==> src/rtl/cop_pkg.sv <==
// rtl/cop_pkg.sv - shared opcodes, sequencer states and word index type for the coprocessor
package cop_pkg;

  localparam logic [31:0] COP_CFG_OP   = 32'h4000_0003;
  localparam logic [31:0] COP_CFG_WORD = 32'h0000_0094;
  localparam logic [31:0] COP_LOAD_OP  = 32'h4000_0000;
  localparam logic [31:0] COP_NOP      = 32'h0000_0000;

  typedef enum logic [2:0] {
    S_CFG_OP,
    S_CFG_DATA,
    S_IDLE,
    S_LOAD,
    S_DATA,
    S_WAIT,
    S_READ,
    S_HOLD
  } cop_state_t;

  typedef logic [1:0] word_idx_t;

endpackage

==> src/rtl/cop_host_sequencer.sv <==
// rtl/cop_host_sequencer.sv - host-side initiator driving the coprocessor instruct/out interface
module cop_host_sequencer
  import cop_pkg::*;
#(
  parameter logic [31:0] CFG_OP      = COP_CFG_OP,
  parameter logic [31:0] CFG_WORD    = COP_CFG_WORD,
  parameter logic [31:0] LOAD_OP     = COP_LOAD_OP,
  parameter int unsigned LOAD_HOLD   = 2,
  parameter int unsigned WAIT_CYCLES = 90,
  parameter bit          ENABLE_CFG  = 1'b1
) (
  input  logic         clock,
  input  logic         reset,
  input  logic [127:0] blk_in,
  input  logic         blk_in_valid,
  output logic         blk_in_ready,
  output logic [31:0]  instruct,
  input  logic [31:0]  cop_out,
  output logic [127:0] res_out,
  output logic         res_valid,
  input  logic         res_ready,
  output logic         busy
);

  localparam cop_state_t RESET_STATE = ENABLE_CFG ? S_CFG_OP : S_IDLE;

  cop_state_t   state_q, state_d;
  logic [15:0]  cnt_q, cnt_d;
  word_idx_t    idx_q, idx_d;
  logic [127:0] blk_q, blk_d;
  logic [127:0] res_q, res_d;
  logic [31:0]  instr_q, instr_d;
  logic         ready_q, ready_d;
  logic         valid_q, valid_d;
  logic         busy_q, busy_d;
  logic         accept;
  logic         res_hs;

  assign accept = (state_q == S_IDLE) && blk_in_valid && ready_q;
  assign res_hs = valid_q && res_ready;

  always_ff @(posedge clock) begin
    if (reset) begin
      state_q <= RESET_STATE;
      cnt_q   <= 16'd0;
      idx_q   <= 2'd0;
      blk_q   <= 128'd0;
      res_q   <= 128'd0;
      instr_q <= COP_NOP;
      ready_q <= 1'b0;
      valid_q <= 1'b0;
      busy_q  <= ENABLE_CFG;
    end else begin
      state_q <= state_d;
      cnt_q   <= cnt_d;
      idx_q   <= idx_d;
      blk_q   <= blk_d;
      res_q   <= res_d;
      instr_q <= instr_d;
      ready_q <= ready_d;
      valid_q <= valid_d;
      busy_q  <= busy_d;
    end
  end

  // Outputs are registered from the current state, so instruct trails state by one cycle.
  always_comb begin
    state_d = state_q;
    cnt_d   = cnt_q;
    idx_d   = idx_q;
    blk_d   = blk_q;
    res_d   = res_q;
    instr_d = COP_NOP;
    unique case (state_q)
      S_CFG_OP: begin
        instr_d = CFG_OP;
        state_d = S_CFG_DATA;
      end
      S_CFG_DATA: begin
        instr_d = CFG_WORD;
        state_d = S_IDLE;
      end
      S_IDLE: begin
        if (accept) begin
          blk_d   = blk_in;
          cnt_d   = 16'(LOAD_HOLD - 1);
          state_d = S_LOAD;
        end
      end
      S_LOAD: begin
        instr_d = LOAD_OP;
        if (cnt_q == 16'd0) begin
          idx_d   = 2'd0;
          state_d = S_DATA;
        end else begin
          cnt_d = cnt_q - 16'd1;
        end
      end
      S_DATA: begin
        instr_d = blk_q[{idx_q, 5'd0} +: 32];
        idx_d   = idx_q + 2'd1;
        if (idx_q == 2'd3) begin
          cnt_d   = 16'(WAIT_CYCLES - 1);
          state_d = S_WAIT;
        end
      end
      S_WAIT: begin
        if (cnt_q == 16'd0) begin
          idx_d   = 2'd0;
          state_d = S_READ;
        end else begin
          cnt_d = cnt_q - 16'd1;
        end
      end
      S_READ: begin
        // First sample shifts down to [31:0] after four captures.
        res_d = {cop_out, res_q[127:32]};
        idx_d = idx_q + 2'd1;
        if (idx_q == 2'd3) begin
          state_d = S_HOLD;
        end
      end
      S_HOLD: begin
        if (res_hs) begin
          state_d = S_IDLE;
        end
      end
      default: state_d = RESET_STATE;
    endcase

    ready_d = (state_q == S_IDLE) && (state_d == S_IDLE);
    valid_d = (state_q == S_HOLD) && !res_hs;
    busy_d  = (state_q != S_IDLE) || (state_d != S_IDLE);
  end

  assign blk_in_ready = ready_q;
  assign instruct     = instr_q;
  assign res_out      = res_q;
  assign res_valid    = valid_q;
  assign busy         = busy_q;

endmodule
==> config.mk <==
export PLATFORM = sky130hd
export DESIGN_NAME = cop_host_sequencer
export DESIGN_NICKNAME = d
export VERILOG_FILES = /design/src/rtl/cop_pkg.sv /design/src/rtl/cop_host_sequencer.sv
export SDC_FILE = /design/constraint.sdc
export NUM_CORES = 1
export LEC_CHECK = 0
export CORE_MARGIN = 8
export CORE_UTILIZATION = 35
export DETAILED_ROUTE_END_ITERATION = 16
export SKIP_LAST_GASP = 1
export SLEW_MARGIN = 10
export SYNTH_ARGS = -nofsm -noshare
export SYNTH_HDL_FRONTEND = slang
export SYNTH_SLANG_ARGS = --single-unit
==> constraint.sdc <==
create_clock -name clock -period 2.4 [get_ports clock]
set_input_delay 0.48 -clock clock [delete_from_list [all_inputs] [get_ports clock]]
set_output_delay 0.48 -clock clock [all_outputs]
set_load 0.01 [all_outputs]
Word-level counts from Yosys, hierarchy flattened
Index checks and enable logic that the tools add are counted.
{"block": "totals", "ff_bits": 312, "latch_bits": 0, "mem_bits_rw": 0, "mem_bits_ro": 0, "inputBits": 164, "output_inout_bits": 163, "wordCells": 57, "n_memories": 0}
{"block": "op_classes", "addsub": 2, "n_mul": 0, "div": 0, "order_cmp": 0, "n_eq_ne": 15, "shifts": 1, "muxes": 14, "bitwise_logic": 0, "reduce_logical": 16}
{"op": "case mux 32 bit (4 select lines)", "count": 1}
{"op": "indexed part select 128 x 8 -> 32 bit", "count": 1}
{"op": "two-way mux 16 bit", "count": 3}
{"op": "case mux 16 bit (3 select lines)", "count": 1}
{"op": "case mux 3 bit (8 select lines)", "count": 1}
{"op": "two-way mux 3 bit", "count": 6}
{"op": "logical NOT 16 bit", "count": 1}
{"op": "subtractor 16 x 1 -> 16 bit (second input constant)", "count": 1}
{"op": "== test 3 bit (second input constant)", "count": 4}
{"op": "== test 3 x 2 -> 1 bit (second input constant)", "count": 3}
{"op": "!= test 2 bit (second input constant)", "count": 3}
{"op": "!= test 3 x 2 -> 1 bit (second input constant)", "count": 2}
{"op": "logical AND 1 bit", "count": 5}
{"op": "case mux 2 bit (2 select lines)", "count": 1}
{"op": "AND reduction 2 bit", "count": 2}
{"op": "AND reduction 4 bit", "count": 1}
{"op": "OR reduction 2 bit", "count": 2}
{"op": "== test 3 x 1 -> 1 bit (second input constant)", "count": 1}
{"op": "logical NOT 3 bit", "count": 1}
{"op": "nonzero test 3 bit", "count": 1}
{"op": "adder 2 x 1 -> 2 bit (second input constant)", "count": 1}
{"op": "== test 2 bit (second input constant)", "count": 1}
{"op": "two-way mux 2 bit", "count": 1}
{"op": "!= test 2 x 1 -> 1 bit (second input constant)", "count": 1}
{"op": "other kinds (3)", "count": 3}

Depth between registers and ports, before layout
Gate-level depths: netlist of run 1.
{"block": "depth", "ltp_word": 7, "mapped_depth": 8, "ltp_nobuf": 7}

Worst setup path after synthesis of run 1
No wires, ideal clock.
{"block": "synth_timing", "path_type": "flip-flop to flip-flop", "from": "reg cnt_q[0]", "to": "reg cnt_q[12]", "setup_time_ns": 0.069, "arrival_time_ns": 2.012, "t_required_ns": 2.331, "slack_ns": 0.319, "stages_incl_launch_ff": 8, "path_buffers": 1, "period_less_slack_ns": 2.081, "path_cell_list": "dfxtp_1 > inv_1 > ha_1 > or3b_2 > clkbuf_1 > or4_4 > or4_1 > o21ai_1"}
{"block": "synth_via", "elab_chain_cells": 3, "word_cells_on_any_way": 6, "classes_between": "add/sub: 1; eq/ne: 1; mux: 2; reduce/logical: 2"}
{"item": "start: declaration", "line_no": "cop_host_sequencer.sv:28", "text": "logic [15:0] cnt_q, cnt_d;"}
{"item": "start signal: assignment", "line_no": "cop_host_sequencer.sv:55", "text": "cnt_q <= cnt_d;"}
{"item": "subtractor 16 x 1 -> 16 bit or logical NOT 16 bit (tied branches)"}
{"item": "two-way mux 16 bit or != test 2 bit (tied branches)"}
{"item": "case mux 16 bit (3 select lines) or AND reduction 4 bit (tied branches)"}
Parallel ways exist; a longest one is shown, timed or not. The select of a mux whose other input is x is not followed.
A chain may end at the register's enable or synchronous reset.

Worst setup path after layout of run 1
Ends and elaborated chain as after synthesis.

==> flow_summary.ini, run 1 <==
[logic_synthesis]
ys_seq_area_share_pct = 53.6
ys.flop_type = dfxtp_1
ys_types = 50
synthesis.area_um2 = 11600
syn_nets = 1555
yosysWarnings = 0
ys_ff_latch = 312
async_reset_ff_share_pct = 0
synthCells = 1388
avgSynthCellArea_um2 = 8.39
synth-edff-count = 0

[flow_run]
drv_cap = 0

[global_route]
top_usage_layer = met2
grt-ovfl-total = 0
met3_usage_pct = 7.43
grt.met1_usage_pct = 23.1
use_met2_pct = 29.1
grt_max_degree = 149
grt_pass1_wl_mm = 58.2
grt_usage_pct = 18.5
grt_pass1_vias = 10300
antenna_found_initial = 6

[critical_path]
end_kind = register
r2r_cells = 6
worst-endpoint-arrival_ns = 2.59
path_max_fanout = 8
required_ns = 2.83
slowest_delay_ns = 0.55
cpMaxStageDelayCell = or3b_2
crit_type = reg2reg
r2r_start = cnt_q[0]$_SDFFE_PP0P_
reg2reg_slack_ns = 0.24
crit_end = cnt_q[12]$_SDFFE_PP0P_
cp-start-kind = register
crit_path_start = cnt_q[0]$_SDFFE_PP0P_
worstReg2RegEnd = cnt_q[12]$_SDFFE_PP0P_
path_cells = inv_1 -> ha_1 -> or3b_2 -> or4_4 -> or4_1 -> o21ai_1

[detailed_routing]
viasPerCell = 4.85
ant_nets = 0
routed_wirelength_mm = 37.8
firstDrtPassIters = 5
route.detailed.drc = 0
num_vias = 10400
post_drt_wl_per_cell_um = 17.5
drtIter0Drc = 665

[placed_design]
io_buffers = 326
hpwlAfterDp_mm = 25.8
place.gp.congestion = 0.779
place_ws_ns = 0.0497
place_area_um2 = 15400

[timing]
slew_viol_final = 0
timing.final.hold_violations = 0
setup_ws_ns = 0.244
worst_pin_slew_ns = 0.754
hold-worst-slack_ns = 0.279
skew_ns = 0.0193
rsz0062_at_grt = no
period_share_pct = 89.9
fmax_ghz = 0.464
slew_headroom_pct = 49.7
final-setup-viol-count = 0
period_needed_ns = 2.16
tns_ns = 0

[floorplan]
core_area_um2 = 33100
ios = 327
die-height_um = 198
initial_core_util_pct = 35.2
rows = 67
dieArea_um2 = 39400
chipWidth_um = 198

[clock_tree]
cts_setup_buffers = 0
cts_tree = done
clockBufferDepth = 3
clk_latency_ns = 0.51
clkTransAtPathRegs_ns = 0.06
cts-root-buf = clkbuf_16
cts_sinks = 312
cts_hold_buf = 0
cts_max_level = 2
cts_inserted_buffers = 37
post_cts_resized = 0

[hold_path]
hold_class = in2reg
hold_start = reset

[cells_and_area]
stdcell_area_um2 = 16600
final_common_cell = nand2_1
nNetsFinal = 1843
final_cell_mix = nand2_1 (521), clkdlybuf4s50_1 (325), dfxtp_1 (310)
area_growth_pct = 42.8
drive_gt1_share_pct = 8.04

[power_and_ir_drop]
ir_worst_vdd_v = 0.000517
p_per_area_nw_per_um2 = 813
finalPower_mw = 13.5
power.leakage_nw = 5.64

[outcome]
status = finished clean
critical path, delay by kind of cell, from the launching register on:
family | cells | cell delay, ns
simple gates | 3 | 1.40
flops | 1 | 0.31
fa+ha+maj | 1 | 0.17
buf+inv | 1 | 0.11
compound gates | 1 | 0.09
how the worst min path moves through the flow:
stage                                     to  slack (ns)  cells past startpoint
floorplan             blk_q[64]$_SDFFE_PP0P_        0.43                      2
global placement     blk_q[122]$_SDFFE_PP0P_        0.44                      2
detailed placement    blk_q[87]$_SDFFE_PP0P_        0.44                      2
CTS                    cnt_q[6]$_SDFFE_PP0P_        0.27                      2
global route        res_out[18]$_SDFFE_PP0P_        0.27                      2
finish              res_out[17]$_SDFFE_PP0P_        0.28                      2
power by group:
group	internal [mW]	total, mW	switching (mW)
Sequential	5.38	5.57	0.184
Combinational	1.06	2.29	1.23
Clock	3.50	5.66	2.17
cells in the mapped netlist (2+ instances only):
cell      number  area share, %
a21o_1         2           0.13
a21oi_1      277             12
and2_1         2           0.11
and3_1        26            1.4
buf_1          4           0.13
buf_2         15           0.64
buf_6          2           0.19
clkbuf_1      84            2.7
dfxtp_1      312             54
ha_1           3           0.32
inv_1          7           0.23
mux2i_1        2           0.17
mux4_2        32            6.2
nand2_1      523             17
nand2b_1       8           0.43
nand3_1        2          0.086
nor2_1        18           0.58
nor3_1        11           0.47
nor3b_1        2           0.13
nor4_1         5           0.27
o211ai_1       6           0.39
o21ai_0        5           0.21
o21ai_1        2          0.086
o21bai_1       2           0.13
o32ai_1        2           0.15
or3_1          5           0.27
or4_1          4           0.26
xor2_1         3           0.23
sequential cells by signal (all words and copies together), names as in the netlist:
signal / cells
blk_in_ready: 1
idx_q: 2
res_out: 128
blk_q: 128
state_q: 3
res_valid: 1
busy: 1
instruct: 32
cnt_q: 16
cells by family (layout without fill, tap and decap cells):
group,after synthesis,count (layout),share of synthesized area (%)
compound gates,304,304,13.5
xor+xnor,4,4,0.301
fa+ha+maj,3,3,0.322
buf+inv,114,430,4.13
flops,312,312,53.6
mux,34,34,6.36
other cells,0,3,0
simple gates,617,617,21.7
cell type report:
type / count / area (um2)
clock inverter: 16 / 196
sequential: 312 / 6250
fill: 3133 / 16500
multi-input combinational: 962 / 4940
clock buffer: 51 / 1050
inverter: 7 / 26.3
timing repair buffer: 356 / 3600
tap: 448 / 561
antenna: 3 / 7.51
per-stage QoR:
stage | util, % | instances
after floorplan | - | 1388
after global placement | 46.5 | 2085
after detailed placement | 46.5 | 2085
after CTS | 50.2 | 2152
after global routing | 50.2 | 2155
final | 50.2 | 2155
metal layers:
metal | part of all wire (%) | routed length, um
met5 | 0.11 | 41
met4 | 2.0 | 755
met1 | 42 | 16000
met2 | 45 | 17200
met3 | 10 | 3820
(Power assumes the default switching activity.)
==> inputs of run 2 (changes only) <==
Settings changed: CAP_MARGIN set to 40, CORE_UTILIZATION 35 to 48, PLACE_DENSITY set to 0.8.
==> run 2 against run 1 <==
  * Non-clock buffer count down 5
  * Flip-flop and latch count stayed put
  * Maximum frequency increased by 0.99%
  * Routed wire length shrank 4.0%
  * Core utilization rose by 18 points
  * First-iteration DRC count up 36%
  * Critical path depth is the same
  * Die area is 25% lower
  * Worst hold slack improved by 0.073 ns
  * Critical path type unchanged
  * Critical endpoint is now cnt_q[8]$_SDFFE_PP0P_
  * Largest power group is now sequential cells
==> flow_summary.ini, run 2 (synthesized netlist as in run 1, its figures left out) <==
[timing]
timing.final.hold_violations = 0
rsz0062_at_grt = no
slew_viol_final = 0
period_share_pct = 89.0
period_needed_ns = 2.14
slew_headroom_pct = 41.6
worst_pin_slew_ns = 0.876
final-setup-viol-count = 0
skew_ns = 0.0143
hold-worst-slack_ns = 0.352
fmax_ghz = 0.468
tns_ns = 0

[power_and_ir_drop]
pwr-share-comb_pct = 17.1
seqPwrFrac_pct = 41.7
ir_worst_vdd_v = 0.000563
power.internal_mw = 9.85
power_switching_mw = 3.44
clkPwrFrac_pct = 41.2
switching_share_pct = 25.9
power.leakage_nw = 5.59
p_per_area_nw_per_um2 = 812

[clock_tree]
cts-root-buf = clkbuf_16
clkTransAtPathRegs_ns = 0.06
cts_sinks = 312
clockBufferDepth = 3
cts_max_level = 2
cts_inserted_buffers = 34
cts_tree = done
clk_latency_ns = 0.51

[critical_path]
cpMaxStageDelayCell = or3b_2
end_kind = register
cp-start-kind = register
reg2reg_slack_ns = 0.26
crit_type = reg2reg
r2r_start = cnt_q[0]$_SDFFE_PP0P_
path_cells = inv_1 -> ha_1 -> or3b_2 -> or3_2 -> or4_1 -> nand2_1
worst-endpoint-arrival_ns = 2.57
path_max_fanout = 8
slowest_delay_ns = 0.54
required_ns = 2.84
worstReg2RegEnd = cnt_q[8]$_SDFFE_PP0P_
r2r_cells = 6

[cells_and_area]
final_common_cell = nand2_1
drive_gt1_share_pct = 7.33
area_growth_pct = 40.6
stdcell_area_um2 = 16400
nNetsFinal = 1835
fin_util_pct = 68.1
final_cell_mix = nand2_1 (521), clkdlybuf4s50_1 (325), dfxtp_1 (311)

[global_route]
grt_max_degree = 179
antenna_found_initial = 7
grt_pass1_vias = 10500
grt-ovfl-total = 0
grt_usage_pct = 23.9
grt_pass1_wl_mm = 56.3

[floorplan]
rows = 57
initial_core_util_pct = 48.5
die-height_um = 172
dieArea_um2 = 29500
ios = 327
core_area_um2 = 24000
chipWidth_um = 172

[detailed_routing]
post_drt_wl_per_cell_um = 18.0
firstDrtPassIters = 6
top_layer_used = met5
drtIter0Drc = 904
route.detailed.drc = 0
met3_length_mm = 4.20
viasPerCell = 5.27
wl_met1_mm = 14.2
routed_wirelength_mm = 36.3
ant_nets = 0
num_vias = 10600
wl_met2_mm = 17.0

[outcome]
status = finished clean

[flow_run]
drv_cap = 0

[hold_path]
holdPathStages = 2
min_to = blk_q[64]$_SDFFE_PP0P_
hold_start = reset
hold_class = in2reg

[placed_design]
hpwlAfterDp_mm = 24.6
io_buffers = 326
place.gp.congestion = 0.831
place_area_um2 = 15200
[run 2: cell count changes in the layout (fill, tap and decap cells not counted)]
| cell | previous run | this run |
|---|---|---|
| buf_12 | 9 | 8 |
| buf_4 | 21 | 17 |
| bufinv_16 | 4 | 5 |
| clkbuf_16 | 37 | 35 |
| clkinv_2 | 7 | 3 |
| clkinvlp_4 | 2 | 0 |
| dfxtp_1 | 310 | 311 |
| dfxtp_2 | 2 | 1 |
| diode_2 | 3 | 4 |
| inv_6 | 2 | 1 |
| o21ai_1 | 2 | 1 |
| o21ai_2 | 0 | 1 |
[run 2: worst max-delay path by stage]
stage | end | from
floorplan | cnt_q[12]$_SDFFE_PP0P_ | cnt_q[0]$_SDFFE_PP0P_
global placement | cnt_q[12]$_SDFFE_PP0P_ | blk_in_valid
detailed placement | blk_q[37]$_SDFFE_PP0P_ | blk_in_valid
CTS | cnt_q[3]$_SDFFE_PP0P_ | cnt_q[0]$_SDFFE_PP0P_
global route | cnt_q[9]$_SDFFE_PP0P_ | cnt_q[0]$_SDFFE_PP0P_
finish | cnt_q[8]$_SDFFE_PP0P_ | cnt_q[0]$_SDFFE_PP0P_
[run 2: what timing repair did]
action                                  in CTS  in global routing
endpoints found under the setup margin       0                  1
gates resized for setup                      0                  1
hold buffers                                 0                  0
setup buffers                                0                  0
[run 2: final cells by class]
| class | count | area [um2] |
|---|---|---|
| Fill cell | 1885 | 7660 |
| Sequential cell | 312 | 6250 |
| Multi-Input combinational cell | 962 | 4940 |
| Timing Repair Buffer | 351 | 3550 |
| Clock buffer | 49 | 998 |
| Tap cell | 324 | 405 |
| Clock inverter | 10 | 183 |
| Inverter | 7 | 26.3 |
| Antenna cell | 4 | 10.0 |
[run 2: critical path: cells and delay by family (launching register included)]
| kind | cells | cell delay [ns] |
|---|---|---|
| buffers and inverters | 1 | 0.11 |
| adders and majority gates | 1 | 0.18 |
| DFF | 1 | 0.31 |
| and+or+nand+nor | 4 | 1.47 |
[run 2: power by group through the flow]
stage	registers [mW]	logic (mW)	clock network (mW)
after detailed placement	5.65	2.24	0
after global placement	5.64	2.21	0
after global routing	5.57	2.49	5.81
after floorplan	5.64	1.36	0
final	5.54	2.27	5.48
after CTS	5.54	2.26	5.57
[run 2: stage by stage]
stage	total power [mW]	setup slack, ns	std cells
final	13.3	0.265	2019
after global routing	13.9	0.142	2019
after CTS	13.4	0.188	2015
after detailed placement	7.89	0.0574	1956
after global placement	7.86	0.103	1956
after floorplan	7.00	0.319	1388
[run 2: layer usage]
layer / track usage [%] / up-vias
met5: 0 / -
met4: 7.68 / 6
met3: 10.1 / 59
met2: 39.5 / 436
met1: 27.6 / 4964
li1: - / 5176
==> inputs of run 3 (changes only) <==
Settings changed: CTS_CLUSTER_DIAMETER set to 150.
==> results of run 3 <==
Same layout as run 2: the final DEF is identical, and so are final timing and power.
